**src/rtl/operand_bypass.sv**
```systemverilog
// Source-operand bypass network with retired-write history and load-use stall FSM.
// Optional BYPASS_STATS_EN adds forward/stall cycle counters (stat_fwd, stat_stall).
module operand_bypass #(
  parameter int XLEN       = 64,
  parameter int HIST_DEPTH = 2,
  parameter int LOAD_LAT   = 1
) (
  input  logic            clk,
  input  logic            reset,
  input  logic            flush,
  input  logic [4:0]      rs1,
  input  logic [4:0]      rs2,
  input  logic [XLEN-1:0] rf_rs1,
  input  logic [XLEN-1:0] rf_rs2,
  input  logic            ex_valid,
  input  logic            ex_is_load,
  input  logic [4:0]      ex_dst,
  input  logic [XLEN-1:0] ex_data,
  input  logic            mem_valid,
  input  logic [4:0]      mem_dst,
  input  logic [XLEN-1:0] mem_data,
  input  logic            mem_busy,
  input  logic            wb_valid,
  input  logic [4:0]      wb_dst,
  input  logic [XLEN-1:0] wb_data,
  output logic [XLEN-1:0] op1,
  output logic [XLEN-1:0] op2,
  output logic            stall
`ifdef BYPASS_STATS_EN
  ,
  output logic [31:0]     stat_fwd,
  output logic [31:0]     stat_stall
`endif
);

  localparam logic       IDLE   = 1'b0;
  localparam logic       STALL  = 1'b1;
  localparam logic [1:0] LAT_M1 = 2'(LOAD_LAT - 1);

  logic            hist_vld_r  [HIST_DEPTH];
  logic [4:0]      hist_dst_r  [HIST_DEPTH];
  logic [XLEN-1:0] hist_data_r [HIST_DEPTH];

  logic [4:0]      src_s [2];
  logic [XLEN-1:0] rf_s  [2];
  logic [XLEN-1:0] opv_s [2];
  logic            hit_s [2];
  logic [XLEN-1:0] hv_s  [2];
  logic            hh_s  [2];

  logic       state_r, state_nx_s;
  logic [1:0] cnt_r, cnt_nx_s;
  logic       hz_s, stall_s;

  assign src_s[0] = rs1;
  assign src_s[1] = rs2;
  assign rf_s[0]  = rf_rs1;
  assign rf_s[1]  = rf_rs2;

  // Per-source operand select; history scanned oldest to newest so slot 0 wins.
  always_comb begin
    for (int s = 0; s < 2; s++) begin
      hh_s[s] = 1'b0;
      hv_s[s] = {XLEN{1'b0}};
      for (int h = HIST_DEPTH - 1; h >= 0; h--) begin
        hh_s[s] = hh_s[s] | (hist_vld_r[h] & (hist_dst_r[h] == src_s[s]));
        hv_s[s] = (hist_vld_r[h] && (hist_dst_r[h] == src_s[s])) ? hist_data_r[h] : hv_s[s];
      end
      if (src_s[s] == 5'd0) begin
        opv_s[s] = {XLEN{1'b0}};
        hit_s[s] = 1'b0;
      end else if (ex_valid && !ex_is_load && (ex_dst == src_s[s])) begin
        opv_s[s] = ex_data;
        hit_s[s] = 1'b1;
      end else if (mem_valid && (mem_dst == src_s[s])) begin
        opv_s[s] = mem_data;
        hit_s[s] = 1'b1;
      end else if (wb_valid && (wb_dst == src_s[s])) begin
        opv_s[s] = wb_data;
        hit_s[s] = 1'b1;
      end else if (hh_s[s]) begin
        opv_s[s] = hv_s[s];
        hit_s[s] = 1'b1;
      end else begin
        opv_s[s] = rf_s[s];
        hit_s[s] = 1'b0;
      end
    end
  end

  assign hz_s = ex_valid & ex_is_load & (ex_dst != 5'd0) & ((ex_dst == rs1) | (ex_dst == rs2));

  // Load-use stall FSM next state; flush overrides everything.
  always_comb begin
    stall_s    = 1'b0;
    state_nx_s = IDLE;
    cnt_nx_s   = 2'd0;
    if (flush) begin
      stall_s    = 1'b0;
      state_nx_s = IDLE;
      cnt_nx_s   = 2'd0;
    end else begin
      case (state_r)
        IDLE: begin
          stall_s = hz_s;
          if (hz_s) begin
            state_nx_s = STALL;
            cnt_nx_s   = LAT_M1;
          end else begin
            state_nx_s = IDLE;
            cnt_nx_s   = 2'd0;
          end
        end
        STALL: begin
          stall_s  = (cnt_r != 2'd0) | mem_busy;
          cnt_nx_s = (cnt_r != 2'd0) ? (cnt_r - 2'd1) : 2'd0;
          if ((cnt_r == 2'd0) && !mem_busy) begin
            state_nx_s = IDLE;
          end else begin
            state_nx_s = STALL;
          end
        end
        default: begin
          stall_s    = 1'b0;
          state_nx_s = IDLE;
          cnt_nx_s   = 2'd0;
        end
      endcase
    end
  end

  // Outputs forced quiet while reset is held.
  always_comb begin
    if (!reset) begin
      op1   = {XLEN{1'b0}};
      op2   = {XLEN{1'b0}};
      stall = 1'b0;
    end else begin
      op1   = opv_s[0];
      op2   = opv_s[1];
      stall = stall_s;
    end
  end

  // FSM state and counter.
  always_ff @(posedge clk or negedge reset) begin
    if (!reset) begin
      state_r <= IDLE;
      cnt_r   <= 2'd0;
    end else begin
      state_r <= state_nx_s;
      cnt_r   <= cnt_nx_s;
    end
  end

  // Retired-write history shift register; flush leaves committed writes intact.
  always_ff @(posedge clk or negedge reset) begin
    if (!reset) begin
      for (int h = 0; h < HIST_DEPTH; h++) begin
        hist_vld_r[h]  <= 1'b0;
        hist_dst_r[h]  <= 5'd0;
        hist_data_r[h] <= {XLEN{1'b0}};
      end
    end else if (wb_valid && (wb_dst != 5'd0)) begin
      for (int h = HIST_DEPTH - 1; h > 0; h--) begin
        hist_vld_r[h]  <= hist_vld_r[h-1];
        hist_dst_r[h]  <= hist_dst_r[h-1];
        hist_data_r[h] <= hist_data_r[h-1];
      end
      hist_vld_r[0]  <= 1'b1;
      hist_dst_r[0]  <= wb_dst;
      hist_data_r[0] <= wb_data;
    end
  end

`ifdef BYPASS_STATS_EN
  // Free-running, wrapping usage counters.
  always_ff @(posedge clk or negedge reset) begin
    if (!reset) begin
      stat_fwd   <= 32'd0;
      stat_stall <= 32'd0;
    end else begin
      if ((hit_s[0] | hit_s[1]) && !stall_s) begin
        stat_fwd <= stat_fwd + 32'd1;
      end
      if (stall_s) begin
        stat_stall <= stat_stall + 32'd1;
      end
    end
  end
`endif

endmodule
```
**config.mk**
```make
export PLATFORM = sky130hd
export DESIGN_NAME = operand_bypass
export DESIGN_NICKNAME = d
export VERILOG_FILES = /design/src/rtl/operand_bypass.sv
export SDC_FILE = /design/constraint.sdc
export NUM_CORES = 1
export LEC_CHECK = 0
export ABC_CLOCK_PERIOD_IN_PS = 5000
export CAP_MARGIN = 5
export CORE_AREA = 4 4 183 185
export CTS_CLUSTER_SIZE = 20
export DETAILED_ROUTE_END_ITERATION = 16
export DIE_AREA = 0 0 187 189
export HOLD_SLACK_MARGIN = 0.06
export PLACE_DENSITY = 0.73
export SYNTH_ARGS = -nofsm -noshare
export SYNTH_HDL_FRONTEND = slang
export SYNTH_SLANG_ARGS = --single-unit
```
**constraint.sdc**
```tcl
create_clock -name clk -period 5 [get_ports clk]
set_input_delay 0.5 -clock clk [delete_from_list [all_inputs] [get_ports clk]]
set_output_delay 0.5 -clock clk [all_outputs]
set_load 0.05 [all_outputs]
```
**After elaboration in Yosys (flattened, before gate mapping)**

Cells that the tools add are included.

- Output and inout port bits: 129
- Word-level logic and storage cells: 78
- Register bits: 143
- Input bits: 353

- Bitwise logic cells: 12
- Multiplexer cells: 26
- $add $sub $neg: 1
- Equality and inequality tests: 10
- Reductions and logical operators: 21

Operator list:

| operator | count |
|---|---|
| $mux W64 | 16 |
| $eq A5 B5 Y1 | 10 |
| $logic_and A1 B1 Y1 | 13 |
| $logic_not A5 Y1 | 2 |
| $reduce_bool A5 Y1 | 2 |
| $and A1 B1 Y1 | 7 |
| $mux W1 | 5 |
| $mux W2 | 2 |
| $or A1 B1 Y1 | 4 |
| $pmux W1 S2 | 2 |
| $pmux W2 S2 | 1 |
| $logic_not A1 Y1 | 2 |
| $logic_not A2 Y1 | 1 |
| $reduce_bool A2 Y1 | 1 |
| $sub A2 B1 Y2 const B | 1 |
| $not A1 Y1 | 1 |

**Logic depth before layout (Yosys ltp)**

- Depth in word-level cells: 10
- Gate-level depth with buffers: 10
- Gate-level depth less buffers: 6

**Worst setup path after synthesis**

No wires, ideal clock.

- Path type: input-to-output
- From: input rs1[2]
- To: output stall
- Arrival time: 3.037 ns
- Cell stages on the path: 6
- Data required time: 4.500 ns
- Path buffers: 1
- Slack: 1.463 ns
- Path through: buf_2 xor2_1 nor3_1 a22o_1 a41oi_1 nor4b_1

- Cells in the longest elaborated chain, start to end: 6

Ends and longest elaborated chain:

| what | line | RTL |
|---|---|---|
| start, declared | 11 | `input logic [4:0] rs1,` |
| $eq A5 B5 Y1 | 91 | `assign hz_s = ex_valid & ex_is_load & (ex_dst != 5'd0) & ((ex_dst == rs1) \| (ex_dst == rs2));` |
| $or A1 B1 Y1 | 91 |  |
| $and A1 B1 Y1 | 91 |  |
| $pmux W1 S2 | 103 | `case (state_r)` |
| $mux W1 | 98 | `if (flush) begin` |
| $mux W1 | 134 | `if (!reset) begin` |
| end, declared | 28 | `output logic stall` |

Every way passes these cells.

**Worst setup path in the final report**

- From: input rs2[2]
- To: output op2[0]

- Cells in the longest elaborated chain, start to end: 10
- Elaborated cells on any way between the ends: 22
- Classes of those cells: 5 x eq/ne; 8 x mux; 3 x bitwise; 6 x reduce/logical

Ends and longest elaborated chain:

| what | line | RTL |
|---|---|---|
| start, declared | 12 | `input logic [4:0] rs2,` |
| $eq A5 B5 Y1 | 66, 67 |  |
| $logic_and A1 B1 Y1 | 67 | `hv_s[s] = (hist_vld_r[h] && (hist_dst_r[h] == src_s[s])) ? hist_data_r[h] : hv_s[s];` |
| $mux W64 (2 in a row) | 67 |  |
| $mux W64 | 81 | `end else if (hh_s[s]) begin` |
| $mux W64 | 78 | `end else if (wb_valid && (wb_dst == src_s[s])) begin` |
| $mux W64 | 75 | `end else if (mem_valid && (mem_dst == src_s[s])) begin` |
| $mux W64 | 72 | `end else if (ex_valid && !ex_is_load && (ex_dst == src_s[s])) begin` |
| $mux W64 (*) | 69 | `if (src_s[s] == 5'd0) begin` |
| $mux W64 (*) | 134 |  |
| end, declared | 27 | `output logic [XLEN-1:0] op2,` |

Mark *: on every way between the ends. The rest lies on a longest branch, timed or not.

==> metrics.md <==
| Metric | Value |
|---|---|
| Gpl congestion | `approximately 0.95` |
| First-pass DRT Iterations | `13` |
| Hold Crit Start | `cnt_r[0]` |
| Vias post-DR | `about 16k` |
| GRT overflow | `0` |
| Fin. Hold Viols | `0` |
| Mux cell area share after synthesis | `12.09%` |
| Synth cell types | `between 40 and 50` |
| Layout cells sized above 1 | `16.76%` |
| Power per cell area | `between 200 and 300 mW/mm²` |
| Clk slew on worst S/H paths | `roughly 0.060 ns` |
| CTS tree | `yes` |
| Largest net degree at the start of global routing | `77` |
| Setup crit end kind | `output pin` |
| Post-Syn Area | `0.01256 mm²` |
| CTS buffer count | `17` |
| Reg2Reg Launch Point | `cnt_r[0]` |
| Post-synth ARST share | `100.0%` |
| Leading area contributor after synthesis | `dfrtp_1` |
| Setup crit start | `rs2[2]` |
| Crit Path Max Fanout | `30` |
| Main combinational cell family by area after synthesis | `simple AND/OR/NAND/NOR gates` |
| Flop and latch count out of synthesis | `between 100 and 150` |
| Synth Area in Compound Gates | `between 20% and 30%` |
| Full die area | `around 0.035 mm²` |
| Initial antenna violation count | `8` |
| Category of the most critical setup path | `primary input to output pin` |
| Root Buffer | `clkbuf_16` |
| Critical path arrival | `slightly above 4 ns` |
| Seq/Total Area, Yosys | `between 20 and 30%` |
| Routed Antenna Nets | `0` |
| DR iter-0 viols | `between 1.5k and 2k` |
| Synth Warn # | `0` |
| Nets | `roughly 2.4k` |
| Max-cap viol count | `0` |
| Clock sinks | `~140` |
| Cell depth of the worst hold path | `1` |
| Post-synthesis simple-gate area fraction | `between 20% and 30%` |
| Top cells by area, synth | `dfrtp_1 (28%), mux2_2 (12%), nand2_1 (10%)` |
| Worst Skew | `around 0.017 ns` |
| Starting Density | `between 30% and 40%` |
| I/O pin total | `~480` |
| Crit path max-delay cell type | `clkdlybuf4s50_1` |
| Total wire length | `approximately 61000 µm` |
| Layout area overhead | `47.27%` |
| Leakage | `slightly above 7 nW` |
| FMAX | `around 220 MHz` |
| # setup viols final | `0` |
| Crit path buf inv count | `3` |
| CP delay by family, top | `buffers and inverters` |
| Post-synthesis xor/xnor area fraction | `3.487%` |
| Post-Place Cells | `2418` |
| CP startpoint kind | `primary input` |
| Post-DP Area | `roughly 0.018 mm²` |
| Slew margin rel. | `21.54%` |
| Post-DR wirelength/cell | `~25 µm` |
| Synth top area share | `between 20% and 30%` |
| CP Depth | `9` |
| Top cells by count, synth | `nand2_1 (341), nor2_1 (195), dfrtp_1 (143)` |
| Most numerous cell in the Yosys netlist | `nand2_1` |
| Post-synth EDFFs | `0` |
| Post-DP HPWL | `41570 µm` |
| Final min period | `4.640 ns` |
| Core Area | `0.03204 mm²` |
| Port Buffers | `481` |
| Avg Synthesized Cell Area | `7.598 µm²` |
| Net Count, Synth | `between 2k and 2.5k` |
| Finished Layout Cells | `2454` |
| Rows | `66` |
| Die Height | `roughly 190 µm` |
| Most used cell, CP | `clkdlybuf4s50_1` |
| Worst slew pin tran | `between 1 and 1.5 ns` |
| Worst min path class | `flop to flop` |
| CP Cell Sequence | `clkdlybuf4s50_1 > xor2_1 > nor3_2 > and3_2 > buf_4 > nand2_1 > a21oi_1 > a221o_1 > clkdlybuf4s50_1` |
| Final period util | `92.80%` |
| Chip Width | `between 150 and 200 µm` |
| Post-route cell area | `roughly 0.018 mm²` |
| Clock Tree Buf Depth | `2` |
| Largest stage delay, worst path | `~0.90 ns` |
| Post-CTS setup buffers | `0` |
| Hold Slack | `~0.46 ns` |
| CTS H-tree depth | `4` |
| FF-to-FF path depth | `2` |
| Worst EP required | `4.50 ns` |
| First-pass GRT wire length | `91270 µm` |
| Post-Synth Adder-Cell Area | `0%` |
| Max-slew violations | `0` |
| Outcome | `complete, but fails checks` |
| Top_reg_cell synth | `dfrtp_1` |
| RSZ-0062 raised after global routing | `false` |
| Vias in the first global route | `roughly 15k` |
| Failing checks | `design-rule violations` |
| Synthesized instance count | `approximately 1.7k` |
| Worst vdd ir | `~0.00019 V` |
| Vias per cell | `roughly 6.4` |
| Worst skew pair latency | `0.42 ns` |
| Fin Setup TNS | `0 ns` |
| DRC Markers | `1` |
| GRT Util Overall | `about a third` |
-- routing by layer --
metal	up-vias	wire (µm)	track usage (%)	part of all wire, %
li1	6756	-	-	-
met1	7420	22870	40.00	38
met2	1254	27720	52.61	46
met3	279	6822	8.038	11
met4	6	3418	17.72	5.6
met5	-	41	0	0.067
-- worst reg2reg max path: cells and delay by family (launching register included) --
family	cells	cell delay [ns]
DFF	1	0.39
and+or+nand+nor	2	0.49
-- final timing paths --
check,to,slack (ns)
setup / recovery,op2[0],0.36
hold / removal,cnt_r[0],0.46
setup reg to reg,state_r,3.99
hold reg to reg,cnt_r[0],0.46
max in group asynchronous,hist_data_r[67],3.35
min in group asynchronous,hist_dst_r[3],0.54
-- final cells by class --
type | count | area [µm²]
clock buffers | 18 | 429.2
flip-flops and latches | 143 | 3578
diodes | 5 | 12.51
clock inverters | 12 | 207.7
repair buffers | 525 | 5494
fillers | 2887 | 13540
well taps | 408 | 510.5
multi-input cells | 1343 | 8264
-- placed cells by master (no fill, tap or decap), drive strengths merged, types with 5 or more instances in the layout --
cell	count
a31oi	65
a21oi	65
nor3	68
a22o	55
nor2	196
a221o	63
buf	111
o21ai	6
a22oi	35
o2bb2ai	35
nand2	341
xnor2	15
dfrtp	143
nor4	68
bufinv	5
nand3	133
diode	5
clkbuf	18
and3	7
clkdlybuf4s50	413
mux2	134
xor2	35
-- registers in the layout, summed over array words and instances, names as in the netlist --
signal and flops:
cnt_r 2, hist_data_r 128, state_r 1, hist_vld_r 2, hist_dst_r 10
-- report_power, final --
part / switching, W / internal [W]
clock network: 0.000509 / 0.000887
logic: 0.00104 / 0.000855
registers: 0.000144 / 0.00131
total: 0.00169 / 0.00305
-- per-stage QoR --
step / utilization, % / total power, W / worst slack, ns
finish: 57.73 / 0.004744 / 0.3599
global route: 57.73 / 0.004924 / 0.2111
CTS: 57.69 / 0.004748 / 0.4510
detailed placement: 55.67 / 0.003347 / 0.4568
global placement: 55.67 / 0.003325 / 0.4522
floorplan: - / 0.002469 / 1.463
-- cell families (layout without fill, tap and decap cells) --
kind of cell,after synthesis,count (layout)
compound gates,332,332
xor+xnor,50,50
buf+inv,167,555
flops,143,143
mux,135,135
other cells,0,5
simple gates,826,826
-- repair_timing --
| action | CTS | global route |
|---|---|---|
| endpoints found under the hold margin | 19 | 0 |
| gates resized for setup | 0 | 0 |
| hold buffers | 1 | 0 |
(Power assumes the default switching activity.)
